==> src/rtl/idu_pkg.sv <==
// Shared decode constants for the IFU->EXU decode stage: opcodes, ALU one-hot
// indices, memory sizes, out_ctrl bit layout and operand-select encodings.
package idu_pkg;
    localparam int ALU_W = 10;

    localparam logic [6:0] OP_LUI    = 7'b0110111;
    localparam logic [6:0] OP_AUIPC  = 7'b0010111;
    localparam logic [6:0] OP_JAL    = 7'b1101111;
    localparam logic [6:0] OP_JALR   = 7'b1100111;
    localparam logic [6:0] OP_BRANCH = 7'b1100011;
    localparam logic [6:0] OP_LOAD   = 7'b0000011;
    localparam logic [6:0] OP_STORE  = 7'b0100011;
    localparam logic [6:0] OP_IMM    = 7'b0010011;
    localparam logic [6:0] OP_OP     = 7'b0110011;
    localparam logic [6:0] OP_SYSTEM = 7'b1110011;

    localparam int ALU_ADD  = 0;
    localparam int ALU_SUB  = 1;
    localparam int ALU_XOR  = 2;
    localparam int ALU_OR   = 3;
    localparam int ALU_AND  = 4;
    localparam int ALU_SRL  = 5;
    localparam int ALU_SLL  = 6;
    localparam int ALU_SRA  = 7;
    localparam int ALU_SLT  = 8;
    localparam int ALU_SLTU = 9;

    localparam logic [1:0] MEM_B = 2'b00;
    localparam logic [1:0] MEM_H = 2'b01;
    localparam logic [1:0] MEM_W = 2'b10;

    localparam int CTRL_LUI  = 0;
    localparam int CTRL_JALR = 1;
    localparam int CTRL_JAL  = 2;
    localparam int CTRL_BRF3 = 3;
    localparam int CTRL_BR   = 6;
    localparam int CTRL_MUNS = 7;
    localparam int CTRL_MSZ  = 8;
    localparam int CTRL_ST   = 10;
    localparam int CTRL_LD   = 11;

    localparam logic [31:0] EBREAK = 32'h00100073;

    typedef enum logic {ST_RUN, ST_HALT} state_t;
    typedef enum logic [1:0] {OPA_RS1, OPA_PC, OPA_ZERO} opa_sel_t;
    typedef enum logic [1:0] {OPB_RS2, OPB_IMM, OPB_FOUR} opb_sel_t;

    function automatic logic [ALU_W-1:0] alu_bit(input int idx);
        return ALU_W'(1) << idx;
    endfunction

    // funct3 -> ALU op for OP/OP-IMM when funct7 selects the base variant
    function automatic logic [ALU_W-1:0] alu_f3(input logic [2:0] f3);
        case (f3)
            3'b000:  return alu_bit(ALU_ADD);
            3'b001:  return alu_bit(ALU_SLL);
            3'b010:  return alu_bit(ALU_SLT);
            3'b011:  return alu_bit(ALU_SLTU);
            3'b100:  return alu_bit(ALU_XOR);
            3'b101:  return alu_bit(ALU_SRL);
            3'b110:  return alu_bit(ALU_OR);
            default: return alu_bit(ALU_AND);
        endcase
    endfunction
endpackage

==> src/rtl/idu_stage_if.sv <==
// IFU/regfile/EXU-facing signals of the decode stage; master = the stage itself.
interface idu_stage_if #(
    parameter int XLEN    = 32,
    parameter int CNT_W   = 32,
    parameter int ALU_OPS = 10
);
    logic               flush;
    logic               in_valid;
    logic               in_ready;
    logic [XLEN-1:0]    in_pc;
    logic [31:0]        in_inst;
    logic [4:0]         rs1_addr;
    logic [4:0]         rs2_addr;
    logic [XLEN-1:0]    rs1_data;
    logic [XLEN-1:0]    rs2_data;
    logic               out_valid;
    logic               out_ready;
    logic [XLEN-1:0]    out_pc;
    logic [XLEN-1:0]    out_src1;
    logic [XLEN-1:0]    out_src2;
    logic [XLEN-1:0]    out_rs2val;
    logic [XLEN-1:0]    out_imm;
    logic [4:0]         out_rd;
    logic               out_rd_wen;
    logic [ALU_OPS-1:0] out_alu_op;
    logic [11:0]        out_ctrl;
    logic [1:0]         out_trap;
    logic               halted;
    logic [CNT_W-1:0]   dec_cnt;

    modport master (
        input  flush, in_valid, in_pc, in_inst, rs1_data, rs2_data, out_ready,
        output in_ready, rs1_addr, rs2_addr, out_valid, out_pc, out_src1, out_src2,
               out_rs2val, out_imm, out_rd, out_rd_wen, out_alu_op, out_ctrl,
               out_trap, halted, dec_cnt
    );
    modport slave (
        output flush, in_valid, in_pc, in_inst, rs1_data, rs2_data, out_ready,
        input  in_ready, rs1_addr, rs2_addr, out_valid, out_pc, out_src1, out_src2,
               out_rs2val, out_imm, out_rd, out_rd_wen, out_alu_op, out_ctrl,
               out_trap, halted, dec_cnt
    );
endinterface

==> src/rtl/rv_dec_core.sv <==
// Combinational RV32 base-ISA decoder. Trapping encodings come out with all
// controls, immediate and rd cleared so nothing downstream acts on them.
module rv_dec_core
    import idu_pkg::*;
#(
    parameter int NREG = 16
) (
    input  logic [31:0]      i_inst,
    output logic [31:0]      o_imm,
    output logic [ALU_W-1:0] o_alu_op,
    output logic [11:0]      o_ctrl,
    output logic [1:0]       o_trap,
    output opa_sel_t         o_opa,
    output opb_sel_t         o_opb,
    output logic [4:0]       o_rd,
    output logic             o_rd_wen
);
    logic [6:0]  w_op, w_f7;
    logic [2:0]  w_f3;
    logic [4:0]  w_rd, w_rs1, w_rs2;
    logic [31:0] w_imm_i, w_imm_s, w_imm_b, w_imm_u, w_imm_j, w_imm;
    logic [ALU_W-1:0] w_alu;
    logic [11:0] w_ctrl;
    opa_sel_t    w_opa;
    opb_sel_t    w_opb;
    logic        w_use_rs1, w_use_rs2, w_use_rd, w_bad, w_ebreak, w_badreg, w_illegal;

    assign w_op  = i_inst[6:0];
    assign w_rd  = i_inst[11:7];
    assign w_f3  = i_inst[14:12];
    assign w_rs1 = i_inst[19:15];
    assign w_rs2 = i_inst[24:20];
    assign w_f7  = i_inst[31:25];

    assign w_imm_i = {{20{i_inst[31]}}, i_inst[31:20]};
    assign w_imm_s = {{20{i_inst[31]}}, i_inst[31:25], i_inst[11:7]};
    assign w_imm_b = {{20{i_inst[31]}}, i_inst[7], i_inst[30:25], i_inst[11:8], 1'b0};
    assign w_imm_u = {i_inst[31:12], 12'b0};
    assign w_imm_j = {{12{i_inst[31]}}, i_inst[19:12], i_inst[20], i_inst[30:21], 1'b0};

    always_comb begin
        w_imm     = '0;
        w_alu     = '0;
        w_ctrl    = '0;
        w_opa     = OPA_RS1;
        w_opb     = OPB_RS2;
        w_use_rs1 = 1'b0;
        w_use_rs2 = 1'b0;
        w_use_rd  = 1'b0;
        w_bad     = 1'b0;
        w_ebreak  = 1'b0;
        case (w_op)
            OP_OP: begin
                {w_use_rs1, w_use_rs2, w_use_rd} = 3'b111;
                if (w_f7 == 7'b0000000)                       w_alu = alu_f3(w_f3);
                else if (w_f7 == 7'b0100000 && w_f3 == 3'b000) w_alu = alu_bit(ALU_SUB);
                else if (w_f7 == 7'b0100000 && w_f3 == 3'b101) w_alu = alu_bit(ALU_SRA);
                else                                           w_bad = 1'b1;
            end
            OP_IMM: begin
                {w_use_rs1, w_use_rd} = 2'b11;
                w_imm = w_imm_i;
                w_opb = OPB_IMM;
                // shift-immediates reuse imm[11:5] as funct7
                if (w_f3 == 3'b001)      w_bad = (w_f7 != 7'b0000000);
                else if (w_f3 == 3'b101) w_bad = (w_f7 != 7'b0000000) && (w_f7 != 7'b0100000);
                w_alu = (w_f3 == 3'b101 && w_f7 == 7'b0100000) ? alu_bit(ALU_SRA) : alu_f3(w_f3);
            end
            OP_LOAD: begin
                {w_use_rs1, w_use_rd} = 2'b11;
                w_bad = (w_f3 == 3'b011) || (w_f3[2:1] == 2'b11);
                w_imm = w_imm_i;
                w_opb = OPB_IMM;
                w_alu = alu_bit(ALU_ADD);
                w_ctrl[CTRL_LD] = 1'b1;
                w_ctrl[CTRL_MSZ+:2] = w_f3[1:0];
                w_ctrl[CTRL_MUNS] = w_f3[2];
            end
            OP_STORE: begin
                {w_use_rs1, w_use_rs2} = 2'b11;
                w_bad = (w_f3 > 3'b010);
                w_imm = w_imm_s;
                w_opb = OPB_IMM;
                w_alu = alu_bit(ALU_ADD);
                w_ctrl[CTRL_ST] = 1'b1;
                w_ctrl[CTRL_MSZ+:2] = w_f3[1:0];
            end
            OP_BRANCH: begin
                {w_use_rs1, w_use_rs2} = 2'b11;
                w_bad = (w_f3[2:1] == 2'b01);
                w_imm = w_imm_b;
                w_alu = !w_f3[2] ? alu_bit(ALU_SUB) : (w_f3[1] ? alu_bit(ALU_SLTU) : alu_bit(ALU_SLT));
                w_ctrl[CTRL_BR] = 1'b1;
                w_ctrl[CTRL_BRF3+:3] = w_f3;
            end
            OP_JAL: begin
                w_use_rd = 1'b1;
                w_imm = w_imm_j;
                w_opa = OPA_PC;
                w_opb = OPB_FOUR;
                w_alu = alu_bit(ALU_ADD);
                w_ctrl[CTRL_JAL] = 1'b1;
            end
            OP_JALR: begin
                {w_use_rs1, w_use_rd} = 2'b11;
                w_bad = (w_f3 != 3'b000);
                w_imm = w_imm_i;
                w_opb = OPB_IMM;
                w_alu = alu_bit(ALU_ADD);
                w_ctrl[CTRL_JALR] = 1'b1;
            end
            OP_LUI: begin
                w_use_rd = 1'b1;
                w_imm = w_imm_u;
                w_opa = OPA_ZERO;
                w_opb = OPB_IMM;
                w_alu = alu_bit(ALU_ADD);
                w_ctrl[CTRL_LUI] = 1'b1;
            end
            OP_AUIPC: begin
                w_use_rd = 1'b1;
                w_imm = w_imm_u;
                w_opa = OPA_PC;
                w_opb = OPB_IMM;
                w_alu = alu_bit(ALU_ADD);
            end
            OP_SYSTEM: begin
                w_ebreak = (i_inst == EBREAK);
                w_bad    = (i_inst != EBREAK);
            end
            default: w_bad = 1'b1;
        endcase
    end

    assign w_badreg = (w_use_rs1 && ({27'd0, w_rs1} >= 32'(NREG))) ||
                      (w_use_rs2 && ({27'd0, w_rs2} >= 32'(NREG))) ||
                      (w_use_rd  && ({27'd0, w_rd}  >= 32'(NREG)));
    assign w_illegal = w_bad || w_badreg;
    assign o_trap    = {w_illegal, w_ebreak};

    assign o_imm    = (o_trap != 2'b00) ? '0 : w_imm;
    assign o_alu_op = (o_trap != 2'b00) ? '0 : w_alu;
    assign o_ctrl   = (o_trap != 2'b00) ? '0 : w_ctrl;
    assign o_opa    = (o_trap != 2'b00) ? OPA_RS1 : w_opa;
    assign o_opb    = (o_trap != 2'b00) ? OPB_RS2 : w_opb;
    assign o_rd     = (o_trap == 2'b00 && w_use_rd) ? w_rd : 5'd0;
    assign o_rd_wen = (o_trap == 2'b00) && w_use_rd && (w_rd != 5'd0);
endmodule

==> src/rtl/idu_stage.sv <==
// Registered decode stage: valid/ready handshake, operand select, output
// register with stall/flush, RUN/HALT trap FSM and accepted-instruction counter.
module idu_stage
    import idu_pkg::*;
#(
    parameter int XLEN    = 32,
    parameter int NREG    = 16,
    parameter int CNT_W   = 32,
    parameter int ALU_OPS = 10
) (
    input  logic        clk,
    input  logic        rst,
    idu_stage_if.master bus
);
    logic [31:0]      w_imm;
    logic [ALU_W-1:0] w_alu_op;
    logic [11:0]      w_ctrl;
    logic [1:0]       w_trap;
    opa_sel_t         w_opa;
    opb_sel_t         w_opb;
    logic [4:0]       w_rd;
    logic             w_rd_wen, w_in_ready, w_accept;
    logic [XLEN-1:0]  w_src1, w_src2;
    state_t           r_state, w_state_nxt;

    logic               r_out_valid, r_rd_wen;
    logic [XLEN-1:0]    r_pc, r_src1, r_src2, r_rs2val, r_imm;
    logic [4:0]         r_rd;
    logic [ALU_OPS-1:0] r_alu_op;
    logic [11:0]        r_ctrl;
    logic [1:0]         r_trap;
    logic [CNT_W-1:0]   r_dec_cnt;

    rv_dec_core #(.NREG(NREG)) u_dec (
        .i_inst   (bus.in_inst),
        .o_imm    (w_imm),
        .o_alu_op (w_alu_op),
        .o_ctrl   (w_ctrl),
        .o_trap   (w_trap),
        .o_opa    (w_opa),
        .o_opb    (w_opb),
        .o_rd     (w_rd),
        .o_rd_wen (w_rd_wen)
    );

    assign bus.rs1_addr = bus.in_inst[19:15];
    assign bus.rs2_addr = bus.in_inst[24:20];

    // out_ready only reaches in_ready; the bundle itself comes straight from flops
    assign w_in_ready = !bus.flush && (r_state == ST_RUN) && (!r_out_valid || bus.out_ready);
    assign w_accept   = bus.in_valid && w_in_ready;

    always_comb begin
        w_src1 = bus.rs1_data;
        case (w_opa)
            OPA_PC:   w_src1 = bus.in_pc;
            OPA_ZERO: w_src1 = '0;
            default:  w_src1 = bus.rs1_data;
        endcase
        w_src2 = bus.rs2_data;
        case (w_opb)
            OPB_IMM:  w_src2 = w_imm;
            OPB_FOUR: w_src2 = XLEN'(4);
            default:  w_src2 = bus.rs2_data;
        endcase
    end

    always_ff @(posedge clk) begin
        if (rst) r_state <= ST_RUN;
        else     r_state <= w_state_nxt;
    end

    always_comb begin
        w_state_nxt = r_state;
        if (bus.flush)                          w_state_nxt = ST_RUN;
        else if (w_accept && w_trap != 2'b00)   w_state_nxt = ST_HALT;
    end

    always_ff @(posedge clk) begin
        if (rst) begin
            r_out_valid <= 1'b0;
            r_pc        <= '0;
            r_src1      <= '0;
            r_src2      <= '0;
            r_rs2val    <= '0;
            r_imm       <= '0;
            r_rd        <= '0;
            r_rd_wen    <= 1'b0;
            r_alu_op    <= '0;
            r_ctrl      <= '0;
            r_trap      <= '0;
        end else if (bus.flush) begin
            r_out_valid <= 1'b0;
        end else if (w_accept) begin
            r_out_valid <= 1'b1;
            r_pc        <= bus.in_pc;
            r_src1      <= w_src1;
            r_src2      <= w_src2;
            r_rs2val    <= bus.rs2_data;
            r_imm       <= w_imm;
            r_rd        <= w_rd;
            r_rd_wen    <= w_rd_wen;
            r_alu_op    <= w_alu_op;
            r_ctrl      <= w_ctrl;
            r_trap      <= w_trap;
        end else if (bus.out_ready) begin
            r_out_valid <= 1'b0;
        end
    end

    always_ff @(posedge clk) begin
        if (rst)           r_dec_cnt <= '0;
        else if (w_accept) r_dec_cnt <= r_dec_cnt + 1'b1;
    end

    assign bus.in_ready   = w_in_ready;
    assign bus.out_valid  = r_out_valid;
    assign bus.out_pc     = r_pc;
    assign bus.out_src1   = r_src1;
    assign bus.out_src2   = r_src2;
    assign bus.out_rs2val = r_rs2val;
    assign bus.out_imm    = r_imm;
    assign bus.out_rd     = r_rd;
    assign bus.out_rd_wen = r_rd_wen;
    assign bus.out_alu_op = r_alu_op;
    assign bus.out_ctrl   = r_ctrl;
    assign bus.out_trap   = r_trap;
    assign bus.halted     = (r_state == ST_HALT);
    assign bus.dec_cnt    = r_dec_cnt;
endmodule

==> src/flat_wrapper.sv <==
// flat-port wrapper written by rule: the top's interface ports become plain ports
module idu_stage_flat import idu_pkg::*;
#(
    parameter int XLEN    = 32,
    parameter int NREG    = 16,
    parameter int CNT_W   = 32,
    parameter int ALU_OPS = 10
)
  (clk, rst, bus_flush, bus_in_valid, bus_in_pc, bus_in_inst, bus_rs1_data, bus_rs2_data, bus_out_ready, bus_in_ready, bus_rs1_addr, bus_rs2_addr, bus_out_valid, bus_out_pc, bus_out_src1, bus_out_src2, bus_out_rs2val, bus_out_imm, bus_out_rd, bus_out_rd_wen, bus_out_alu_op, bus_out_ctrl, bus_out_trap, bus_halted, bus_dec_cnt);
  idu_stage_if #(.XLEN(XLEN), .CNT_W(CNT_W), .ALU_OPS(ALU_OPS)) bus_i ();
  input  logic clk;
  input  logic rst;
  input wire logic [$bits(bus_i.flush)-1:0] bus_flush;
  input wire logic [$bits(bus_i.in_valid)-1:0] bus_in_valid;
  input wire logic [$bits(bus_i.in_pc)-1:0] bus_in_pc;
  input wire logic [$bits(bus_i.in_inst)-1:0] bus_in_inst;
  input wire logic [$bits(bus_i.rs1_data)-1:0] bus_rs1_data;
  input wire logic [$bits(bus_i.rs2_data)-1:0] bus_rs2_data;
  input wire logic [$bits(bus_i.out_ready)-1:0] bus_out_ready;
  output wire logic [$bits(bus_i.in_ready)-1:0] bus_in_ready;
  output wire logic [$bits(bus_i.rs1_addr)-1:0] bus_rs1_addr;
  output wire logic [$bits(bus_i.rs2_addr)-1:0] bus_rs2_addr;
  output wire logic [$bits(bus_i.out_valid)-1:0] bus_out_valid;
  output wire logic [$bits(bus_i.out_pc)-1:0] bus_out_pc;
  output wire logic [$bits(bus_i.out_src1)-1:0] bus_out_src1;
  output wire logic [$bits(bus_i.out_src2)-1:0] bus_out_src2;
  output wire logic [$bits(bus_i.out_rs2val)-1:0] bus_out_rs2val;
  output wire logic [$bits(bus_i.out_imm)-1:0] bus_out_imm;
  output wire logic [$bits(bus_i.out_rd)-1:0] bus_out_rd;
  output wire logic [$bits(bus_i.out_rd_wen)-1:0] bus_out_rd_wen;
  output wire logic [$bits(bus_i.out_alu_op)-1:0] bus_out_alu_op;
  output wire logic [$bits(bus_i.out_ctrl)-1:0] bus_out_ctrl;
  output wire logic [$bits(bus_i.out_trap)-1:0] bus_out_trap;
  output wire logic [$bits(bus_i.halted)-1:0] bus_halted;
  output wire logic [$bits(bus_i.dec_cnt)-1:0] bus_dec_cnt;
  assign bus_i.flush = bus_flush;
  assign bus_i.in_valid = bus_in_valid;
  assign bus_i.in_pc = bus_in_pc;
  assign bus_i.in_inst = bus_in_inst;
  assign bus_i.rs1_data = bus_rs1_data;
  assign bus_i.rs2_data = bus_rs2_data;
  assign bus_i.out_ready = bus_out_ready;
  assign bus_in_ready = bus_i.in_ready;
  assign bus_rs1_addr = bus_i.rs1_addr;
  assign bus_rs2_addr = bus_i.rs2_addr;
  assign bus_out_valid = bus_i.out_valid;
  assign bus_out_pc = bus_i.out_pc;
  assign bus_out_src1 = bus_i.out_src1;
  assign bus_out_src2 = bus_i.out_src2;
  assign bus_out_rs2val = bus_i.out_rs2val;
  assign bus_out_imm = bus_i.out_imm;
  assign bus_out_rd = bus_i.out_rd;
  assign bus_out_rd_wen = bus_i.out_rd_wen;
  assign bus_out_alu_op = bus_i.out_alu_op;
  assign bus_out_ctrl = bus_i.out_ctrl;
  assign bus_out_trap = bus_i.out_trap;
  assign bus_halted = bus_i.halted;
  assign bus_dec_cnt = bus_i.dec_cnt;
  idu_stage #(.XLEN(XLEN), .NREG(NREG), .CNT_W(CNT_W), .ALU_OPS(ALU_OPS)) u_core (.clk(clk), .rst(rst), .bus(bus_i));
endmodule
==> config.mk <==
export PLATFORM = sky130hd
export DESIGN_NAME = idu_stage_flat
export DESIGN_NICKNAME = d
export VERILOG_FILES = /design/src/rtl/idu_pkg.sv /design/src/rtl/idu_stage_if.sv /design/src/rtl/rv_dec_core.sv /design/src/rtl/idu_stage.sv /design/src/flat_wrapper.sv
export SDC_FILE = /design/constraint.sdc
export NUM_CORES = 1
export LEC_CHECK = 0
export ABC_AREA = 1
export BUFFER_PORTS_ARGS = -buffer_cell sky130_fd_sc_hd__buf_2
export CAP_MARGIN = 10
export CORE_MARGIN = 5
export CORE_UTILIZATION = 50
export DETAILED_ROUTE_END_ITERATION = 6
export HOLD_SLACK_MARGIN = 0.05
export PLACE_DENSITY = 0.91
export RECOVER_POWER = 50
export SKIP_CTS_REPAIR_TIMING = 1
export SLEW_MARGIN = 30
export SYNTH_ARGS = -nofsm -noshare
export SYNTH_HDL_FRONTEND = slang
export SYNTH_HIERARCHICAL = 1
export SYNTH_SLANG_ARGS = --single-unit
==> constraint.sdc <==
create_clock -name clk -period 4.75 [get_ports clk]
set_input_delay 1.1875 -clock clk [delete_from_list [all_inputs] [get_ports clk]]
set_output_delay 1.1875 -clock clk [all_outputs]
set_load 0.05 [all_outputs]
Yosys cells after proc, flatten, opt, wreduce, memory -nomap -nowiden. Index checks and enable logic that the tools add are counted.

Flip-flop bits (word level): 224. Bits of input ports: 133. Output and inout port bits: 235. Word-level logic and storage cells: 124.

Add/sub/neg operators: 1. $lt $le $gt $ge: 4. Equal/unequal tests: 26. Mux-type cells: 39. Bitwise gates (word level): 2. Reduce and logical (&&, ||, !) cells: 39.

Operators with widths (count): 32-bit case mux with 5 select lines (1); 32-bit case mux with 2 select lines (2); 10-bit case mux with 7 select lines (1); 10-bit two-way mux (5); 10-bit case mux with 4 select lines (1); 32-bit by 1-bit adder with 32-bit output, second input constant (1); 32-bit by 21-bit == test with 1-bit output, second input constant (1); 32-bit two-way mux (1); 32-bit by 21-bit != test with 1-bit output, second input constant (1); 7-bit by 6-bit == test with 1-bit output, second input constant (4); 7-bit == test, second input constant (4); 6-bit OR reduction (3); 1-bit two-way mux (17); 8-bit two-way mux (2); 5-bit greater-or-equal comparator, second input constant (3); 7-bit by 5-bit == test with 1-bit output, second input constant (2); 1-bit logical AND (12); 12-bit two-way mux (1); 3-bit == test, second input constant (3); 3-bit OR reduction (3); 1-bit case mux with 8 select lines (1); 2-bit case mux with 2 select lines (2); 2-bit OR reduction (4); 7-bit by 2-bit == test with 1-bit output, second input constant (1); other kinds (21) (35).

Logic depth before layout (Yosys ltp).
Word-level depth: 11. Mapped depth: 21. Gate-level depth less buffers: 17.

By module. The synthesis kept the hierarchy.

By module, submodules not included: idu_stage (times used 1, cells an instance 1225, area each 9086.2 µm², sequential area each 4484.3 µm²); rv_dec_core (times used 1, cells an instance 270, area each 1338.8 µm², sequential area each 0.0 µm²).

Worst setup path before layout. No wires, ideal clock.

Kind: input -> register. From: in bus_in_inst[13]. To: reg u_core.r_src1[10], in the netlist u_core/bus.out_src1[10]. Arrival time: 3.662 ns. Slack: 1.014 ns. Stages on the path: 20. Buffers on the path: 6. Cell sequence: buf_4 -> inv_2 -> nand2_1 -> nor2_2 -> nand3b_1 -> nand3_1 -> nand2_1 -> nor2_4 -> nand3_2 -> buf_6 -> buf_6 -> nor2_2 -> buf_4 -> inv_1 -> ha_1 -> clkbuf_1 -> inv_1 -> clkbuf_1 -> nand3_1 -> a31oi_1.

Word-level cells in the longest chain between the ends: 11. Elaborated cells between the ends (all ways): 26. Those cells by class: order compare: 1; eq/ne: 9; mux: 9; reduce/logical: 7.

RTL lines: start: declaration (line flat_wrapper.sv:16) `input wire logic [$bits(bus_i.in_inst)-1:0] bus_in_inst;`; 3-bit == test (line rv_dec_core.sv:57, rv_dec_core.sv:66); 1-bit logical AND (line rv_dec_core.sv:57) `else if (w_f7 == 7'b0100000 && w_f3 == 3'b101) w_alu = alu_bit(ALU_SRA);`; 1-bit two-way mux (line rv_dec_core.sv:57); 1-bit two-way mux (line rv_dec_core.sv:56) `else if (w_f7 == 7'b0100000 && w_f3 == 3'b000) w_alu = alu_bit(ALU_SUB);`; 1-bit two-way mux (line rv_dec_core.sv:55) `if (w_f7 == 7'b0000000) w_alu = alu_f3(w_f3);`; 1-bit case mux with 8 select lines (line rv_dec_core.sv:52) `case (w_op)`; 1-bit logical OR (line rv_dec_core.sv:138) `assign w_illegal = w_bad || w_badreg;`; 2-bit nonzero test * (line rv_dec_core.sv:144) `assign o_opa = (o_trap != 2'b00) ? OPA_RS1 : w_opa;`; 2-bit two-way mux * (line rv_dec_core.sv:144); net u_core.w_opa[1] (line idu_stage.sv:19) `opa_sel_t w_opa;`; 2-bit == test / 2-bit by 1-bit == test with 1-bit output (equally long branches) (line idu_stage.sv:55) `case (w_opa)`; 32-bit case mux with 2 select lines * (line idu_stage.sv:55); end signal: assignment (line idu_stage.sv:97) `r_src1 <= w_src1;`; end: declaration (line idu_stage.sv:27) `logic [XLEN-1:0] r_pc, r_src1, r_src2, r_rs2val, r_imm;`.

Mark *: on every way through the listed nets, which the timed path passes. The rest lies on a longest branch. A chain may end at the register's enable or synchronous reset.

Worst setup path in the final report.
From: in bus_flush. To: reg u_core.r_src2[28], in the netlist u_core/bus.out_src2[28].

Word-level cells in the longest chain between the ends: 5. Elaborated cells between the ends (all ways): 6. Those cells by class: bitwise: 1; reduce/logical: 5.

RTL lines: start: declaration (line flat_wrapper.sv:13) `input wire logic [$bits(bus_i.flush)-1:0] bus_flush;`; 1-bit zero test (line idu_stage.sv:50) `assign w_in_ready = !bus.flush && (r_state == ST_RUN) && (!r_out_valid || bus.out_ready);`; 1-bit logical AND (2 in series) (line idu_stage.sv:50); 1-bit logical AND (line idu_stage.sv:51) `assign w_accept = bus.in_valid && w_in_ready;`; 2-bit AND reduction (no source line) *; end signal: assignment (line idu_stage.sv:98) `r_src2 <= w_src2;`; end: declaration (line idu_stage.sv:27).

Every way passes the cells marked *; elsewhere a longest branch is shown, timed or not.

==> summary.txt <==
Outcome
  – Status: finished, violations left
  – Failing checks: capacitance limit, slew limit

Power
  – Clock power share: 0.418
  – Sw power: 1.33 mW
  – Switching Fraction: 0.295
  – Seq pwr share: 0.439
  – P_leak: 4.92 nW
  – Worst vdd ir: roughly 0.00025 V
  – Comb power frac: 0.144
  – Pwr/cell area: 357 nW/um^2
  – Cell internal pwr: 3.19 mW

Floorplan
  – DIE WIDTH: 154 um
  – Ports: 368
  – Die Y-Extent: ~150 um
  – Initial Util: 0.512
  – Die area: 23800 sq um
  – Core region area: 20400 sq um
  – Row count: 52

Worst setup path
  – Crit path DAT: between 4 and 5 ns
  – Startpoint of the worst setup timing path: bus_flush
  – Crit path buf inv count: 2
  – Setup crit end kind: flop
  – Worst Reg-to-Reg Cells: 6
  – Cell Chain, Critical Path: buf_2 -> nor2_1 -> nand2_2 -> nor2_1 -> buf_12 -> o21ai_0 -> a31oi_1
  – Required @ worst endpoint: 5.18 ns
  – Slowest CP cell: nor2_1
  – Top delay family on crit path: simple AND/OR/NAND/NOR gates
  – Reg2reg setup slack: 1.03 ns
  – Reg2reg end: u_core/bus.out_src2[28]
  – Crit Path Class: input port to flop
  – WP depth: 7
  – Startpoint class of the critical path: input port
  – CP most frequent cell: nor2_1
  – R2r startpoint: u_core/bus.halted
  – Crit path max fanout: roughly 120
  – Critical path's largest stage delay: 2.10 ns
  – Worst setup path endpoint: u_core/bus.out_src2[28]

STA
  – Crit share post-route: 0.869
  – Max Clock Skew: approximately 0.0085 ns
  – Setup_tns: 0 ns
  – Final hold violation count: 0
  – Final setup viols: 0
  – Min Tclk post-route: 4.13 ns
  – Max Fclk: 242 MHz
  – Slew headroom: -0.930
  – Final Max Tran Viols: about 100
  – Least-Margin Pin Slew: ~2.9 ns
  – Unrepaired setup endpoints after global routing: false
  – Final setup margin: 0.622 ns

Cells and area
  – Final cell utilization of the core: 0.621
  – Final instance area: around 13000 sq um
  – Area occupied by registers: 4480 sq um
  – Share of post-route cells with drive strength above 1: 0.155
  – Commonest non-fill, non-tap cell in the layout: nand2_1
  – Final #Nets: 1929
  – Area Overhead vs Synth: 21.3%
  – Most frequent cells in the layout: nand2_1, dfxtp_1, clkbuf_1
  – Multi-input gate area: approximately 5000 sq um
  – Filler cell count: around 1900
  – Layout Cells excl Fill: 2084

Synth
  – Synth cell types: 38
  – Post-synthesis register bit count: 224
  – Cell count after synthesis: 1495
  – Mapped Area: 10400 sq um
  – Syn_area_per_cell: 6.97 sq um
  – Synth Warn #: 6
  – Synthesized Nets: approximately 1600
  – Post-synthesis sequential area ratio: 0.430

Detailed routing
  – Vias: 11600
  – First-pass DRT Iterations: 6
  – DRC violations left: 0
  – Antenna Nets Post-Route: 0
  – Wire per inst: roughly 18 um
  – Routed vias/inst: 5.56
  – Drt initial violations: 1204
  – WL final: 37.7 mm

Clock network
  – H-tree depth: 1
  – CTS clk-pin slew, worst paths: 0.06 ns
  – CTS root buffer: clkbuf_16
  – Worst-skew pair later-pin latency: 0.52 ns
  – CTS tree: yes
  – # clock sinks: approximately 220
  – Num CTS Buffers: 25
  – Clock tree buffer depth: 3

Job
  – Max-cap violations: 2

Placed design
  – DP Wirelength: around 27 mm
  – Port bufs: 367
  – Inst Count DP: slightly above 2000
  – Area after DPL: 12100 sq um
  – RD Place Congestion: around 0.95
  – Pre-CTS setup slack: 0.385 ns

Global routing
  – Vias in the first global route: 10700
  – Largest net degree at the start of global routing: about 130
  – GRT Overall Usage: 0.294
  – First-pass GRT wire length: between 50 and 60 mm
  – Total gr overflow: 0
  – Initial antenna violation count: 3

Min path
  – HP Class: flop to flop
synthesized netlist by cell type:
master | instances | area [sq um]
o21a_1 | 1 | 7.51
a21oi_1 | 171 | 856
nand3_2 | 4 | 40.0
nand3b_1 | 1 | 7.51
inv_2 | 6 | 22.5
clkinv_1 | 1 | 3.75
nand3_1 | 95 | 475
nor2_1 | 101 | 379
a22oi_1 | 5 | 37.5
xnor2_1 | 2 | 17.5
o21ai_0 | 76 | 380
nor3_2 | 1 | 10.0
nand4_1 | 20 | 125
inv_1 | 74 | 278
o21bai_1 | 3 | 22.5
buf_6 | 8 | 90.1
clkbuf_1 | 50 | 188
nor3_1 | 10 | 50.1
a32oi_1 | 1 | 8.76
o22ai_1 | 1 | 6.26
nand2_2 | 3 | 18.8
dfxtp_1 | 224 | 4480
nor2_2 | 44 | 275
or2_2 | 3 | 18.8
a31oi_1 | 64 | 400
buf_1 | 1 | 3.75
conb_1 | 1 | 3.75
nor2_8 | 1 | 20.0
nor2_4 | 4 | 45.0
buf_4 | 29 | 218
o211ai_1 | 1 | 7.51
ha_1 | 4 | 50.1
nand2_1 | 453 | 1700
nand2_4 | 1 | 11.3
nor4_1 | 2 | 12.5
buf_2 | 24 | 120
nor3b_1 | 2 | 15.0
o21ai_1 | 3 | 15.0
power by group through the flow:
stage	combinational [mW]	clock (mW)	sequential, mW
after floorplan	0.235	0	2.25
final	0.649	1.89	1.98
after global placement	0.656	0	2.02
after global routing	0.687	2.01	1.99
after detailed placement	0.663	0	2.02
after CTS	0.665	1.91	1.98
state kept, by name (all words and copies together) (netlist names), 10 cells and up:
name,cells
u_core/bus.out_src2,32
u_core/bus.out_imm,32
u_core/bus.out_pc,32
u_core/bus.dec_cnt,32
u_core/bus.out_alu_op,10
u_core/bus.out_ctrl,12
u_core/bus.out_src1,32
u_core/bus.out_rs2val,32
metrics by stage:
stage               hold slack, ns  total power [mW]
floorplan                    0.686              2.49
global placement             0.449              2.68
detailed placement           0.452              2.68
CTS                          0.461              4.56
global route                 0.475              4.68
finish                       0.463              4.52
metal layers:
layer	GRT usage	wire length (um)	vias up
met3	0.0567	3800	107
met1	0.360	14200	5305
met4	0.123	1540	0
met2	0.504	18100	680
met5	0	0	-
li1	-	-	5504
how the worst min path moves through the flow:
stage	from	endpoint	slack, ns	cells past startpoint
3_5_place_dp	u_core/bus.out_alu_op[9]	u_core/bus.out_alu_op[9]	0.45	2
5_1_grt	u_core/bus.out_imm[7]	u_core/bus.out_imm[7]	0.47	2
6_report	u_core/bus.out_rs2val[9]	u_core/bus.out_rs2val[9]	0.46	2
3_3_place_gp	u_core/bus.out_pc[5]	u_core/bus.out_pc[5]	0.45	2
2_1_floorplan	u_core/bus.out_pc[10]	u_core/bus.out_pc[10]	0.69	2
4_1_cts	u_core/bus.out_alu_op[9]	u_core/bus.out_alu_op[9]	0.46	2
tightest hold or removal path, cell delays in order (launching register included):
cell	delay, ns
dfxtp_1	0.31
nand2_1	0.06
a21oi_1	0.05
cell families after synthesis:
group,Yosys count,share of synthesized area
DFF,224,0.430
adders and majority gates,4,0.00480
xor gates and xnor gates,2,0.00168
and+or+nand+nor,745,0.307
other,1,0.000360
AOI/OAI and AO/OA,326,0.167
buffers and inverters,193,0.0886
area by class of cell:
class	instances	share of cell area
well taps	270	0.0267
clock buffers	35	0.0564
flip-flops and latches	224	0.355
inverters	81	0.0240
multi-input cells	1078	0.394
clock inverters	11	0.00712
repair buffers	382	0.136
diodes	3	0.000594
(Power assumes the default switching activity.)
